$ cat src/rtl/hex_sched_pkg.sv
// rtl/hex_sched_pkg.sv - shared types and constants for the hex display scheduler
package hex_sched_pkg;

    typedef enum logic [1:0] {
        IDLE   = 2'd0,
        SHOW_A = 2'd1,
        SHOW_B = 2'd2
    } state_e;

    localparam logic [1:0]  DISP_NONE  = 2'b00;
    localparam logic [1:0]  DISP_A     = 2'b01;
    localparam logic [1:0]  DISP_B     = 2'b10;
    localparam logic [6:0]  BLANK_SEG  = 7'h7F;
    localparam logic [31:0] RESET_WORD = 32'h0000_FFFF;

    function automatic logic [1:0] state_to_sel(input state_e st);
        case (st)
            SHOW_A:  return DISP_A;
            SHOW_B:  return DISP_B;
            default: return DISP_NONE;
        endcase
    endfunction

endpackage

$ cat src/rtl/hex_seg_decode.sv
// rtl/hex_seg_decode.sv - nibble to active-low seven-segment glyph, 0xF blanks the digit
module hex_seg_decode
    import hex_sched_pkg::*;
(
    input  logic [3:0] nibble,
    output logic [6:0] seg
);

    // Segment order is {g,f,e,d,c,b,a}; a cleared bit lights the segment.
    always_comb begin
        seg = BLANK_SEG;
        case (nibble)
            4'h0: seg = 7'h40;
            4'h1: seg = 7'h79;
            4'h2: seg = 7'h24;
            4'h3: seg = 7'h30;
            4'h4: seg = 7'h19;
            4'h5: seg = 7'h12;
            4'h6: seg = 7'h02;
            4'h7: seg = 7'h78;
            4'h8: seg = 7'h00;
            4'h9: seg = 7'h10;
            4'hA: seg = 7'h08;
            4'hB: seg = 7'h03;
            4'hC: seg = 7'h46;
            4'hD: seg = 7'h21;
            4'hE: seg = 7'h06;
            default: seg = BLANK_SEG;
        endcase
    end

endmodule

$ cat src/rtl/hex_display_scheduler.sv
// rtl/hex_display_scheduler.sv - time-shares hex_0..hex_2 between two digit sources
// Optional macro HEX_SRC_INDICATOR_EN lights the rightmost DP while source B is shown.
module hex_display_scheduler
    import hex_sched_pkg::*;
#(
    parameter int DWELL_CYCLES = 50_000_000
) (
    input  logic        clk_clk,
    input  logic        reset_reset,
    input  logic        a_valid,
    output logic        a_ready,
    input  logic [23:0] a_digits,
    input  logic        b_valid,
    output logic        b_ready,
    input  logic [23:0] b_digits,
    output logic [31:0] hex_0,
    output logic [31:0] hex_1,
    output logic [31:0] hex_2,
    output logic [1:0]  disp_sel
);

    localparam int             CW     = $clog2(DWELL_CYCLES);
    localparam logic [CW-1:0]  RELOAD = CW'(DWELL_CYCLES - 1);

    state_e        state_q, state_d;
    logic [CW-1:0] cnt_q, cnt_d;
    logic [1:0]    disp_sel_q, disp_sel_d;

    logic [23:0]   a_shadow_q, a_shadow_d, a_active_q, a_active_d;
    logic          a_pend_q, a_pend_d, a_loaded_q, a_loaded_d;
    logic [23:0]   b_shadow_q, b_shadow_d, b_active_q, b_active_d;
    logic          b_pend_q, b_pend_d, b_loaded_q, b_loaded_d;

    logic [31:0]   hex_0_q, hex_0_d, hex_1_q, hex_1_d, hex_2_q, hex_2_d;

    logic          a_acc, a_xfer, b_acc, b_xfer;
    logic [23:0]   show_digits;
    logic [6:0]    seg [6];
    logic          lo_dp;

    always_comb begin
        state_d = state_q;
        cnt_d   = cnt_q;
        case (state_q)
            IDLE: begin
                if (a_pend_q) begin
                    state_d = SHOW_A;
                    cnt_d   = RELOAD;
                end else if (b_pend_q) begin
                    state_d = SHOW_B;
                    cnt_d   = RELOAD;
                end
            end
            SHOW_A: begin
                if (cnt_q == '0) begin
                    cnt_d = RELOAD;
                    if (b_loaded_q || b_pend_q) state_d = SHOW_B;
                end else begin
                    cnt_d = cnt_q - CW'(1);
                end
            end
            SHOW_B: begin
                if (cnt_q == '0) begin
                    cnt_d = RELOAD;
                    if (a_loaded_q || a_pend_q) state_d = SHOW_A;
                end else begin
                    cnt_d = cnt_q - CW'(1);
                end
            end
            default: begin
                state_d = IDLE;
                cnt_d   = '0;
            end
        endcase
        disp_sel_d = state_to_sel(state_d);
    end

    // A pending shadow moves to active while its source is shown or on the edge it becomes shown.
    always_comb begin
        a_acc      = a_valid && !a_pend_q;
        a_xfer     = a_pend_q && (state_q == SHOW_A || state_d == SHOW_A);
        a_shadow_d = a_acc  ? a_digits   : a_shadow_q;
        a_active_d = a_xfer ? a_shadow_q : a_active_q;
        a_loaded_d = a_loaded_q || a_xfer;
        a_pend_d   = a_acc || (a_pend_q && !a_xfer);

        b_acc      = b_valid && !b_pend_q;
        b_xfer     = b_pend_q && (state_q == SHOW_B || state_d == SHOW_B);
        b_shadow_d = b_acc  ? b_digits   : b_shadow_q;
        b_active_d = b_xfer ? b_shadow_q : b_active_q;
        b_loaded_d = b_loaded_q || b_xfer;
        b_pend_d   = b_acc || (b_pend_q && !b_xfer);
    end

    always_comb begin
        case (state_q)
            SHOW_A:  show_digits = a_active_q;
            SHOW_B:  show_digits = b_active_q;
            default: show_digits = 24'hFF_FFFF;
        endcase
    end

    for (genvar i = 0; i < 6; i++) begin : g_dec
        hex_seg_decode u_dec (
            .nibble (show_digits[4*i +: 4]),
            .seg    (seg[i])
        );
    end

`ifdef HEX_SRC_INDICATOR_EN
    assign lo_dp = (state_q != SHOW_B);
`else
    assign lo_dp = 1'b1;
`endif

    always_comb begin
        hex_0_d = {16'h0000, 1'b1, seg[1], lo_dp, seg[0]};
        hex_1_d = {16'h0000, 1'b1, seg[3], 1'b1,  seg[2]};
        hex_2_d = {16'h0000, 1'b1, seg[5], 1'b1,  seg[4]};
    end

    always_ff @(posedge clk_clk) begin
        if (reset_reset) begin
            state_q    <= IDLE;
            cnt_q      <= '0;
            disp_sel_q <= DISP_NONE;
            a_shadow_q <= '0;
            a_active_q <= '0;
            a_pend_q   <= 1'b0;
            a_loaded_q <= 1'b0;
            b_shadow_q <= '0;
            b_active_q <= '0;
            b_pend_q   <= 1'b0;
            b_loaded_q <= 1'b0;
            hex_0_q    <= RESET_WORD;
            hex_1_q    <= RESET_WORD;
            hex_2_q    <= RESET_WORD;
        end else begin
            state_q    <= state_d;
            cnt_q      <= cnt_d;
            disp_sel_q <= disp_sel_d;
            a_shadow_q <= a_shadow_d;
            a_active_q <= a_active_d;
            a_pend_q   <= a_pend_d;
            a_loaded_q <= a_loaded_d;
            b_shadow_q <= b_shadow_d;
            b_active_q <= b_active_d;
            b_pend_q   <= b_pend_d;
            b_loaded_q <= b_loaded_d;
            hex_0_q    <= hex_0_d;
            hex_1_q    <= hex_1_d;
            hex_2_q    <= hex_2_d;
        end
    end

    assign a_ready  = !a_pend_q;
    assign b_ready  = !b_pend_q;
    assign disp_sel = disp_sel_q;
    assign hex_0    = hex_0_q;
    assign hex_1    = hex_1_q;
    assign hex_2    = hex_2_q;

endmodule

$ cat config.mk
export PLATFORM = sky130hd
export DESIGN_NAME = hex_display_scheduler
export DESIGN_NICKNAME = d
export VERILOG_FILES = /design/src/rtl/hex_sched_pkg.sv /design/src/rtl/hex_seg_decode.sv /design/src/rtl/hex_display_scheduler.sv
export SDC_FILE = /design/constraint.sdc
export NUM_CORES = 1
export LEC_CHECK = 0
export ABC_CLOCK_PERIOD_IN_PS = 7700
export BUFFER_PORTS_ARGS = -buffer_cell sky130_fd_sc_hd__buf_2
export CORE_MARGIN = 10
export CORE_UTILIZATION = 61
export DETAILED_ROUTE_END_ITERATION = 8
export PLACE_DENSITY = 0.84
export SETUP_SLACK_MARGIN = 0.1
export SLEW_MARGIN = 20
export SYNTH_ARGS = -nofsm -noshare
export SYNTH_HDL_FRONTEND = slang
export SYNTH_SLANG_ARGS = --single-unit
$ cat constraint.sdc
create_clock -name clk_clk -period 7.7 [get_ports clk_clk]
set_input_delay 0.77 -clock clk_clk [delete_from_list [all_inputs] [get_ports clk_clk]]
set_output_delay 0.77 -clock clk_clk [all_outputs]
set_load 0.03 [all_outputs]
Word-level counts from Yosys, hierarchy flattened
Memory sizes are Yosys's and may differ from the RTL's. A register that Yosys moved wholly into a read port is not among the register bits. Index checks and enable logic that the tools add are counted.

Flip-flop bits (word level): 184. ROM bits: 672. Input bits: 52. Output and inout port bits: 100. Word-level logic and storage cells: 60. Memories: 6.

Memory list: (name not given) (words 16, width 7, rd ports 1, clocked after Yosys merged registers in 1, write ports 0, RTL line hex_seg_decode.sv:12) `case (nibble)`; (name not given) (words 16, width 7, rd ports 1, clocked after Yosys merged registers in 1, write ports 0, RTL line hex_seg_decode.sv:12); (name not given) (words 16, width 7, rd ports 1, clocked after Yosys merged registers in 1, write ports 0, RTL line hex_seg_decode.sv:12); (name not given) (words 16, width 7, rd ports 1, clocked after Yosys merged registers in 1, write ports 0, RTL line hex_seg_decode.sv:12); (name not given) (words 16, width 7, rd ports 1, clocked after Yosys merged registers in 1, write ports 0, RTL line hex_seg_decode.sv:12); (name not given) (words 16, width 7, rd ports 1, clocked after Yosys merged registers in 1, write ports 0, RTL line hex_seg_decode.sv:12).

$add $sub $neg: 1. Equal/unequal tests: 5. Mux-type cells: 13. Reduce and logical (&&, ||, !) cells: 21.

Operators with widths (count): two-way mux 26 bit (3); one-hot mux 26 bit (2 select lines) (1); one-hot mux 24 bit (2 select lines) (1); logical NOT 26 bit (1); subtractor 26 x 1 -> 26 bit, second input constant (1); two-way mux 2 bit (6); logical OR 1 bit (8); logical AND 1 bit (6); one-hot mux 2 bit (3 select lines) (1); equality test 2 x 1 -> 1 bit, second input constant (2); equality test 2 bit, second input constant (2); logical NOT 1 bit (4); one-hot mux 2 bit (2 select lines) (1); inequality test 3 bit, second input constant (1); logical NOT 2 bit (1); OR reduction 2 bit (1).

Logic depth before layout (Yosys ltp)
Gate-level depths: netlist of run 1.

Word-level depth: 10. Gate-level depth with buffers: 12. Depth with buffers taken out: 10.

Hierarchy
Synthesis of run 1 repeated with hierarchy kept, for this count alone.

Cell total of the unflattened synthesis: 1020. Area, all modules: 9023.7 sq um.

By module, submodules not included: hex_display_scheduler (instances 1, cells each 849, area each 7497.2 sq um, sequential area each 3443.3 sq um); hex_seg_decode at g_dec[0].u_dec ... (instances 4, cells each 29, area each 257.7 sq um, sequential area each 0.0 sq um); hex_seg_decode at g_dec[1].u_dec (instances 1, cells each 27, area each 259.0 sq um, sequential area each 0.0 sq um); hex_seg_decode at g_dec[2].u_dec (instances 1, cells each 28, area each 236.5 sq um, sequential area each 0.0 sq um).

Worst setup path before layout of run 1
No wires, ideal clock.

Path type: register to register. Start point: register state_q[1]. End point: register hex_0_q[5] (netlist: hex_0[5]). Setup time: 0.122 ns. Arrival: 2.758 ns. Required time: 7.578 ns. Slack: 4.820 ns. Cell stages (with the launch flop): 12. Buffers on the path: 2. Clock period less this slack: 2.880 ns. Cell sequence: dfxtp_1 > inv_1 > ha_1 > clkbuf_1 > clkinv_1 > clkbuf_1 > a221oi_1 > inv_1 > ha_1 > a21oi_1 > nor2_1 > a311o_1.

Longest elaborated chain between the ends: 2.

Ends and longest elaborated chain: start, declared (RTL line hex_display_scheduler.sv:25) `state_e state_q, state_d;`; start signal, assigned (RTL line hex_display_scheduler.sv:139) `state_q <= state_d;`; equality test 2 bit / equality test 2 x 1 -> 1 bit (equally long branches) (RTL line hex_display_scheduler.sv:96) `case (state_q)`; one-hot mux 24 bit (2 select lines) (*) (RTL line hex_display_scheduler.sv:96); end, declared (RTL line hex_display_scheduler.sv:34) `logic [31:0] hex_0_q, hex_0_d, hex_1_q, hex_1_d, hex_2_q, hex_2_d;`.

Every way passes the cells marked *; elsewhere a longest branch is shown, timed or not. A chain may end at the register's enable or synchronous reset.

Final worst setup path of run 1
Start point: register state_q[1]. End point: register hex_0_q[3] (netlist: hex_0[3]).

Same word-level chain as after synthesis.

==> results of run 1 <==
[metal layers]
layer,up-vias,track usage
li1,3638,-
met2,285,0.301
met1,3357,0.271
met3,23,0.0534
met4,0,0.0741
met5,-,0
[worst max-delay path: stages (launching register included)]
cell and delay [ns]:
dfxtp_1 0.44, inv_1 0.11, ha_1 0.28, buf_4 0.29, clkinv_1 0.47, a221oi_1 0.76
inv_1 0.20, ha_1 0.36, nor2_1 0.16, nor2_1 0.07, a21oi_1 0.14, nand2_1 0.06
[layout make-up]
class,count,share of cell area
clock buffer,19,0.0467
multi-input combinational,801,0.483
tap,180,0.0238
clock inverter,13,0.0154
sequential,172,0.363
timing repair buffer,106,0.0586
inverter,22,0.00871
[power by group through the flow]
| stage | registers (mW) | clock network, mW | logic, mW |
|---|---|---|---|
| after floorplan | 1.35 | 0 | 1.10 |
| after global placement | 1.18 | 0 | 1.55 |
| after detailed placement | 1.19 | 0 | 1.58 |
| after CTS | 1.17 | 0.860 | 1.60 |
| after global routing | 1.19 | 0.897 | 1.77 |
| final | 1.17 | 0.851 | 1.62 |
[cell families (layout without fill, tap and decap cells)]
logic type / count (synthesis) / after routing / share of synthesized area
AND/OR/NAND/NOR: 420 / 420 / 0.213
AO/OA/AOI/OAI: 220 / 220 / 0.156
multiplexers: 56 / 56 / 0.0645
flip-flops: 172 / 172 / 0.396
XOR/XNOR: 10 / 10 / 0.0101
buffers and inverters: 147 / 160 / 0.100
adder cells (fa/ha/maj): 41 / 41 / 0.0590
other: 2 / 54 / 0.000864
[flip-flops by register name, indices dropped and copies added (netlist names)]
name	flops
a_active_q	24
a_loaded_q	1
a_pend_q	1
a_shadow_q	24
b_active_q	24
b_loaded_q	1
b_pend_q	1
b_shadow_q	24
cnt_q	26
disp_sel	2
hex_0	14
hex_1	14
hex_2	14
state_q	2
[synth_stat cells (all sizes together), types with 4 or more instances]
cell and count:
a211o 4, a21oi 99, a221o 15, a31oi 18
and3 11, buf 69, clkbuf 52, dfxtp 172
ha 41, inv 21, mux2i 56, nand2 211
nand2b 6, nand3 15, nand4 4, nor2 120
nor2b 4, nor3 22, nor4 6, o211ai 10
o21ai 41, o221ai 4, o311ai 9, or3 4
xnor2 5, xor2 5
[cells in the final DEF, fill, tap and decap left out, types with 3 or more instances in the layout]
cell	count
inv_1	20
and3_1	10
buf_4	10
nand2_1	211
buf_2	96
ha_1	41
o221ai_1	4
a311oi_1	3
a221o_1	15
nor4_1	3
o21ai_0	39
mux2i_1	56
o211ai_1	10
nand4_1	4
nand3_1	13
nor2b_1	3
o311ai_0	9
xnor2_1	5
nor3_1	21
a31oi_1	18
dfxtp_1	172
inv_6	7
clkbuf_16	17
a21oi_1	99
nand2b_1	6
conb_1	54
a211o_1	4
xor2_1	5
nor2_1	120
or3_1	3
[metrics by stage]
stage                     setup slack, ns  total power, mW  utilization  hold slack, ns
after floorplan                      4.82             2.45            -           0.432
after global placement               4.43             2.73        0.638           0.442
after detailed placement             4.33             2.77        0.638           0.446
after CTS                            4.27             3.62        0.680           0.456
after global routing                 3.93             3.86        0.680           0.472
final                                4.18             3.63        0.680           0.456
[path summary, 6_finish.rpt]
| path | end | slack (ns) | cells after the start |
|---|---|---|---|
| worst max-delay path | hex_0[3] | 4.18 | 11 |
| worst min-delay path | a_shadow_q[2] | 0.46 | 2 |
| worst max register to register | hex_0[3] | 4.18 | 11 |
| worst min register to register | a_shadow_q[2] | 0.46 | 2 |
==> impl_metrics.csv, run 1 <==
group,metric,value,unit
clock_tree,clkSinkCount,172,
clock_tree,postCtsHoldBufs,0,
sta,clock-skew-final,0.00801,ns
routing,drc,0,
synthesis,yosysTopAreaCell,"dfxtp_1",
synthesis,synth_seq_cells,172,
floorplanning,die-area,0.0194,mm^2
routing,wire_per_inst,15.6,um
worst_setup_path,critPathLaunchType,"flop",
synthesis,synth_seq_area_share,0.396,
hold_path,hold_path.class,"flop to flop",
sta,fin_crit,3.52,ns
power_and_ir_drop,comb_power_share,0.445,
floorplanning,die_y,139,um
synthesis,synth_edf_count,0,
clock_tree,clk_pin_slew,0.07,ns
hold_path,worst_hold_startpoint,"a_shadow_q[2]",
cells_and_area,nets,1213,
floorplanning,start_util,0.624,
clock_tree,cts-root-buf,"clkbuf_16",
grt,grt_max_degree,90,
routing,routed-wl-met3,1670,um
grt,grt_usage,0.201,
placement,placed_cell_area,0.00889,mm^2
power_and_ir_drop,ir_worst_vdd,211,uV
routing,top_layer,"met4",
floorplanning,fp-row-count,43,
clock_tree,cts_buffer_depth,2,
routing,antenna_left,0,
synthesis,synthCells,1068,
clock_tree,cts-resized-gates,0,
run,max_cap_viol_count,0,
routing,routed_wl,20400,um
sta,timing.final.crit_share,0.457,
worst_setup_path,end_kind,"flop",
grt,grt_pass1_wl,33200,um
routing,wl_met2,8900,um
routing,viasPerCell,5.56,
clock_tree,clk_latency,0.44,ns
cells_and_area,regArea,0.00344,mm^2
sta,max_freq,284,MHz
synthesis,yosys_warnings,0,
clock_tree,cts.htree.levels,4,
cells_and_area,fillers,1146,
sta,slew_headroom,0.274,
cells_and_area,final_cell_area,0.00948,mm^2
routing,vias,7303,
synthesis,synthTopCellsByArea,"dfxtp_1, nand2_1, mux2i_1, ha_1, a21oi_1",
placement,gp_routability_congestion,0.874,
worst_setup_path,r2r_start,"state_q[1]",
power_and_ir_drop,seqPwrFrac,0.321,
clock_tree,post_cts_buffers,0,
power_and_ir_drop,p_sw_frac,0.433,
cells_and_area,drive_gt1_frac,0.138,
synthesis,synth_top_area_share,0.396,
outcome,status,"finished, final reports clean",
sta,tightestPinTransition,1.09,ns
sta,final.setup.tns,0,ns
placement,dpl.hpwl,14200,um
floorplanning,pin_count,152,
synthesis,syn_area,0.00869,mm^2
routing,m1WireLength,9580,um
routing,drtIter0Drc,608,
placement,placed_cells,1281,
power_and_ir_drop,power.static_leakage,4.12,nW
routing,firstDrtPassIters,6,
sta,report.final.slew_viol_count,0,
synthesis,async_flop_share,0,
clock_tree,cts_made_buffers,17,
floorplanning,coreArea,0.0139,mm^2
cells_and_area,diodes,0,
synthesis,synth_cell_types,69,
power_and_ir_drop,p_int,2.06,mW
clock_tree,cts_tree,"yes",
worst_setup_path,cp.required,7.99,ns
synthesis,synthFlopType,"dfxtp_1",
grt,antenna_found_initial,0,
worst_setup_path,cp.arrival,3.81,ns
cells_and_area,multiInputGateArea,0.00458,mm^2
sta,rsz0062_at_grt,"no",
power_and_ir_drop,p_per_area,383,mW/mm^2
sta,setup_viol,0,
power_and_ir_drop,clkPwrFrac,0.234,
cells_and_area,final_cells,1313,
grt,grt.overflow.total,0,
placement,io_buffers,97,
worst_setup_path,cp-startpoint,"state_q[1]",
synthesis,syn_area_per_cell,8.14,um^2
cells_and_area,area_growth,9.01,%
floorplanning,die_w,139,um
grt,grt_pass1_vias,6762,
sta,hold_viol,0,
worst_setup_path,critical_path_class,"flop to flop",
worst_setup_path,worstPathMaxFanout,28,
power_and_ir_drop,switchingPower,1.57,mW
Note: power is estimated with default switching activity, not from simulation.
==> run 2, diff against run 1 <==
--- a/config.mk
+++ b/config.mk
@@ -5,12 +5,12 @@
 export SDC_FILE = /design/constraint.sdc
 export NUM_CORES = 1
 export LEC_CHECK = 0
-export ABC_CLOCK_PERIOD_IN_PS = 7700
+export ABC_CLOCK_PERIOD_IN_PS = 3660
 export BUFFER_PORTS_ARGS = -buffer_cell sky130_fd_sc_hd__buf_2
 export CORE_MARGIN = 10
-export CORE_UTILIZATION = 61
+export CORE_UTILIZATION = 56
 export DETAILED_ROUTE_END_ITERATION = 8
-export PLACE_DENSITY = 0.84
+export PLACE_DENSITY = 0.78
 export SETUP_SLACK_MARGIN = 0.1
 export SLEW_MARGIN = 20
 export SYNTH_ARGS = -nofsm -noshare
==> constraint.sdc (replaced) <==
create_clock -name clk_clk -period 3.66 [get_ports clk_clk]
set_input_delay 0.366 -clock clk_clk [delete_from_list [all_inputs] [get_ports clk_clk]]
set_output_delay 0.366 -clock clk_clk [all_outputs]
set_load 0.03 [all_outputs]
==> run 2 against run 1 <==
  * Utilization decreased by 5.5 points
  * Sequential share of layout area decreased by 0.10 points
  * Worst setup slack worse by 3.5 ns
  * Combinational power grew 110%
  * Power up 110%
  * Clock skew rose by 0.0011 ns
  * Fmax grew 18%
  * Global-route usage is 0.44 points lower
  * Die area increased by 7.6%
  * Critical endpoint is now hex_0[5]
  * Largest cell class unchanged
  * Largest power group unchanged
==> impl_metrics.csv, run 2 (synthesis gave the netlist of run 1 again) <==
group,metric,value,unit
sta,fin_crit,2.98,ns
routing,firstDrtPassIters,8,
clock_tree,postCtsHoldBufs,0,
cells_and_area,fillers,1312,
sta,report.final.slew_viol_count,0,
cells_and_area,multiInputGateArea,0.00458,mm^2
grt,grt_usage,0.197,
floorplanning,die_y,145,um
sta,timing.final.crit_share,0.814,
power_and_ir_drop,p_per_area,809,mW/mm^2
worst_setup_path,worstPathMaxFanout,17,
routing,routed_wl,20900,um
run,max_cap_viol_count,0,
floorplanning,coreArea,0.0152,mm^2
cells_and_area,final_common_cell,"nand2_1",
routing,wire_per_inst,15.8,um
routing,antenna_left,0,
clock_tree,cts_buffer_depth,2,
grt,grt_max_degree,77,
power_and_ir_drop,power.static_leakage,4.12,nW
cells_and_area,regArea,0.00344,mm^2
worst_setup_path,critPathMaxStageDelay,0.54,ns
placement,io_buffers,97,
cells_and_area,largest_register_ff_count,26,
routing,drtIter0Drc,794,
floorplanning,start_util,0.572,
worst_setup_path,cp.arrival,3.30,ns
power_and_ir_drop,p_total,7.69,mW
worst_setup_path,critPathSlowestCell,"a221o_1",
clock_tree,cts-root-buf,"clkbuf_16",
worst_setup_path,cp.required,3.98,ns
clock_tree,cts_tree,"yes",
placement,gp_routability_congestion,0.894,
worst_setup_path,r2r_cells,10,
routing,drc,0,
clock_tree,clkSinkCount,172,
clock_tree,cts.htree.levels,4,
routing,viasPerCell,5.56,
worst_setup_path,critPathLaunchType,"flop",
sta,slew_headroom,0.288,
sta,rsz0062_at_grt,"no",
grt,grt.overflow.total,0,
floorplanning,pin_count,152,
worst_setup_path,critical_path_class,"flop to flop",
hold_path,hold_path.class,"input pin to flop",
clock_tree,post_cts_buffers,0,
sta,setup_viol,0,
power_and_ir_drop,ir_worst_vdd,464,uV
cells_and_area,area_growth,9.31,%
clock_tree,clk_latency,0.43,ns
clock_tree,clk_pin_slew,0.07,ns
sta,tightestPinTransition,1.07,ns
sta,clock-skew-final,0.00907,ns
floorplanning,die_w,145,um
sta,hold_viol,0,
grt,antenna_found_initial,0,
hold_path,whs_path_depth,3,
cells_and_area,mostFrequentLayoutCells,"nand2_1, dfxtp_1, nor2_1",
clock_tree,cts_made_buffers,17,
cells_and_area,nets,1214,
worst_setup_path,end_kind,"flop",
floorplanning,die-area,0.0209,mm^2
sta,final.setup.tns,0,ns
placement,dpl.hpwl,14500,um
cells_and_area,diodes,0,
sta,max_freq,336,MHz
floorplanning,fp-row-count,45,
grt,grt_pass1_wl,33300,um
worst_setup_path,cp_cell_sequence,"inv_1 > ha_1 > clkinv_1 > a221o_1 > inv_1 > ha_1 > nor2_1 > a21oi_1 > nor2_1 > a311o_1",
routing,vias,7344,
grt,grt_pass1_vias,6537,
outcome,status,"finished, final reports clean",
cells_and_area,drive_gt1_frac,0.137,
clock_tree,cts-resized-gates,0,
cells_and_area,largest_register,"cnt_q",
-- run 2: cell types whose count changed in the layout (fill, tap and decap cells not counted), sizes merged --
cell,previous run,this run
clkinv,3,2
bufinv,1,2
clkbuf,19,21
inv,30,26
clkinvlp,1,2
buf,106,107
-- run 2: layout make-up --
type,count,share of cell area
flip-flops and latches,172,0.362
well taps,188,0.0247
multi-input cells,801,0.482
clock buffers,21,0.0474
inverters,22,0.00869
clock inverters,10,0.0140
repair buffers,107,0.0606
-- run 2: critical path: cells and delay by family (launching register included) --
kind                       cells  cell delay [ns]
adders and majority gates      2             0.49
DFF                            1             0.46
AOI/OAI and AO/OA              3             1.05
and+or+nand+nor                2             0.11
buffers and inverters          3             0.75
-- run 2: worst paths after layout --
| kind | start | end | slack [ns] |
|---|---|---|---|
| hold reg to reg | a_shadow_q[6] | a_shadow_q[6] | 0.46 |
| setup / recovery | state_q[1] | hex_0[5] | 0.68 |
| hold / removal | b_digits[13] | b_shadow_q[13] | 0.16 |
| setup reg to reg | state_q[1] | hex_0[5] | 0.68 |
-- run 2: power breakdown --
| part | internal, mW | switching (mW) |
|---|---|---|
| logic | 1.14 | 2.30 |
| clock network | 1.04 | 0.765 |
| registers | 2.23 | 0.225 |
| total | 4.40 | 3.29 |
-- run 2: layer usage --
layer  GRT usage  share of wire
met5           0              0
met4      0.0574          0.017
met3      0.0499          0.081
met2       0.283           0.43
met1       0.282           0.47
-- run 2: stage by stage --
step / instances / area, um^2 / hold slack, ns / utilization / setup WS (ns)
detailed placement: 1290 / 8920 / 0.447 / 0.587 / 0.731
global placement: 1290 / 8920 / 0.440 / 0.587 / 0.858
CTS: 1321 / 9500 / 0.154 / 0.625 / 0.718
floorplan: 1120 / 8890 / 0.432 / - / 0.780
global route: 1321 / 9500 / 0.162 / 0.625 / 0.496
finish: 1321 / 9500 / 0.164 / 0.625 / 0.681
==> run 3, diff against run 2 <==
--- a/config.mk
+++ b/config.mk
@@ -5,7 +5,7 @@
 export SDC_FILE = /design/constraint.sdc
 export NUM_CORES = 1
 export LEC_CHECK = 0
-export ABC_CLOCK_PERIOD_IN_PS = 3660
+export ABC_CLOCK_PERIOD_IN_PS = 2950
 export BUFFER_PORTS_ARGS = -buffer_cell sky130_fd_sc_hd__buf_2
 export CORE_MARGIN = 10
 export CORE_UTILIZATION = 56
==> constraint.sdc (replaced) <==
create_clock -name clk_clk -period 2.95 [get_ports clk_clk]
set_input_delay 0.295 -clock clk_clk [delete_from_list [all_inputs] [get_ports clk_clk]]
set_output_delay 0.295 -clock clk_clk [all_outputs]
set_load 0.03 [all_outputs]
==> run 3 against run 2 <==
  * Combinational power grew 25%
  * Clock skew grew 0.0028 ns
  * Global-route usage shrank 0.36 points
  * Sequential cell count is the same
  * Fmax grew 14%
  * Worst hold slack lost 0.070 ns
  * Via count grew 0.31%
  * Clock power grew 20%
  * Register-to-register slack lost 0.36 ns
  * Final area grew 0.70%
  * Clock-buffer cell count shrank 1
  * Largest power group unchanged
  * Highest routed layer is now met5
==> impl_metrics.csv, run 3 (synthesis gave the netlist of run 1 again) <==
group,metric,value,unit
floorplanning,start_util,0.572,
clock_tree,cts.htree.levels,4,
clock_tree,cts_made_buffers,17,
power_and_ir_drop,clkPwrFrac,0.228,
cells_and_area,area_growth,10.1,%
power_and_ir_drop,ir_worst_vdd,483,uV
clock_tree,cts_buffer_depth,2,
worst_setup_path,worstPathMaxFanout,12,
worst_setup_path,critical_path_class,"flop to flop",
worst_setup_path,cp.arrival,2.88,ns
grt,grt_pass1_vias,6657,
clock_tree,cts-resized-gates,0,
grt,grt_usage,0.193,
clock_tree,post_cts_buffers,0,
sta,final.setup.tns,0,ns
worst_setup_path,r2r_cells,10,
outcome,status,"finished, final reports clean",
routing,routed_wl,20700,um
floorplanning,coreArea,0.0152,mm^2
routing,viasPerCell,5.53,
floorplanning,die_y,145,um
sta,slew_headroom,0.327,
grt,grt_pass1_wl,32800,um
routing,drtIter0Drc,531,
floorplanning,pin_count,152,
sta,tightestPinTransition,1.01,ns
cells_and_area,nets,1221,
placement,io_buffers,97,
power_and_ir_drop,p_per_area,990,mW/mm^2
placement,gp_routability_congestion,0.932,
routing,antenna_left,0,
clock_tree,cts_tree,"yes",
worst_setup_path,critPathMaxStageDelay,0.47,ns
worst_setup_path,r2r_setup_slack,0.33,ns
routing,vias,7367,
cells_and_area,largest_register,"cnt_q",
worst_setup_path,r2r-end,"hex_2[3]",
power_and_ir_drop,p_total,9.48,mW
worst_setup_path,cp_num_buf_inv,3,
sta,hold_ws,0.0931,ns
routing,wire_per_inst,15.5,um
cells_and_area,mostFrequentLayoutCells,"nand2_1, dfxtp_1, nor2_1",
worst_setup_path,crit_cells,10,
clock_tree,clkSinkCount,172,
clock_tree,postCtsHoldBufs,0,
power_and_ir_drop,switchingPower,4.07,mW
placement,dpl.hpwl,14900,um
worst_setup_path,crit_end,"hex_2[3]",
power_and_ir_drop,p_sw_frac,0.430,
cells_and_area,drive_gt1_frac,0.145,
hold_path,hold_path.class,"input pin to flop",
power_and_ir_drop,p_int,5.40,mW
worst_setup_path,cp_cell_sequence,"inv_1 > ha_1 > clkinvlp_4 > a221o_1 > inv_1 > ha_1 > nor2_1 > nor2_1 > nand2_1 > o311ai_0",
sta,hold_viol,0,
power_and_ir_drop,power.static_leakage,4.14,nW
worst_setup_path,critPathLaunchType,"flop",
grt,grt.overflow.total,0,
worst_setup_path,crit_family,"adder cells",
clock_tree,cts-root-buf,"clkbuf_16",
sta,clock-skew-final,0.0119,ns
worst_setup_path,critPathSlowestCell,"dfxtp_1",
sta,rsz0062_at_grt,"no",
grt,grt_max_degree,60,
clock_tree,clk_latency,0.43,ns
cells_and_area,largest_register_ff_count,26,
floorplanning,die-area,0.0209,mm^2
sta,fin_crit,2.62,ns
power_and_ir_drop,comb_power_share,0.451,
cells_and_area,final_cell_area,0.00957,mm^2
routing,firstDrtPassIters,5,
run,max_cap_viol_count,0,
clock_tree,clk_pin_slew,0.07,ns
grt,antenna_found_initial,3,
floorplanning,die_w,145,um
placement,placed_cell_area,0.00899,mm^2
floorplanning,fp-row-count,45,
cells_and_area,final_common_cell,"nand2_1",
worst_setup_path,r2r_start,"state_q[1]",
power_and_ir_drop,seqPwrFrac,0.321,
worst_setup_path,cp-startpoint,"state_q[1]",
sta,setup_viol,0,
worst_setup_path,cp.required,3.21,ns
sta,timing.final.crit_share,0.890,
sta,max_freq,381,MHz
cells_and_area,fillers,1345,
worst_setup_path,end_kind,"flop",
routing,drc,0,
sta,report.final.slew_viol_count,0,
[run 3: through the flow]
| step | instances | utilization | setup slack, ns |
|---|---|---|---|
| 2_1_floorplan | 1120 | - | 0.272 |
| 3_3_place_gp | 1297 | 0.591 | 0.441 |
| 3_5_place_dp | 1297 | 0.591 | 0.337 |
| 4_1_cts | 1329 | 0.629 | 0.320 |
| 5_1_grt | 1329 | 0.629 | 0.112 |
| 6_report | 1332 | 0.630 | 0.326 |
[run 3: layer usage]
layer | GRT usage | vias up | part of all wire
li1 | - | 3665 | -
met1 | 0.278 | 3360 | 0.48
met2 | 0.268 | 316 | 0.41
met3 | 0.0515 | 24 | 0.097
met4 | 0.0713 | 2 | 0.016
met5 | 0 | - | 0.00063
[run 3: area by class of cell]
class	count	area, um^2	area share
antenna	3	7.51	0.000784
tap	188	235	0.0246
timing repair buffer	114	641	0.0669
inverter	22	86.3	0.00902
clock inverter	12	129	0.0135
clock buffer	20	437	0.0456
multi-input combinational	801	4590	0.480
sequential	172	3440	0.360
[run 3: how the worst min path moves through the flow]
stage	start	to	slack [ns]	cells after the start
2_1_floorplan	a_digits[0]	a_shadow_q[0]	0.43	2
3_3_place_gp	b_shadow_q[14]	b_active_q[14]	0.44	2
3_5_place_dp	b_shadow_q[14]	b_shadow_q[14]	0.45	2
4_1_cts	b_digits[4]	b_shadow_q[4]	0.08	3
5_1_grt	b_digits[5]	b_shadow_q[5]	0.09	3
6_report	b_digits[4]	b_shadow_q[4]	0.09	3
[run 3: tightest hold or removal path, stage by stage]
cell and delay (ns):
buf_2 0.09, nand2_1 0.05, a21oi_1 0.05
[run 3: power by group through the flow]
stage | Combinational [mW] | Sequential, mW | Clock, mW
floorplan | 2.88 | 3.52 | 0
global placement | 4.11 | 3.08 | 0
detailed placement | 4.18 | 3.08 | 0
CTS | 4.21 | 3.03 | 2.20
global route | 4.74 | 3.10 | 2.28
finish | 4.28 | 3.04 | 2.16
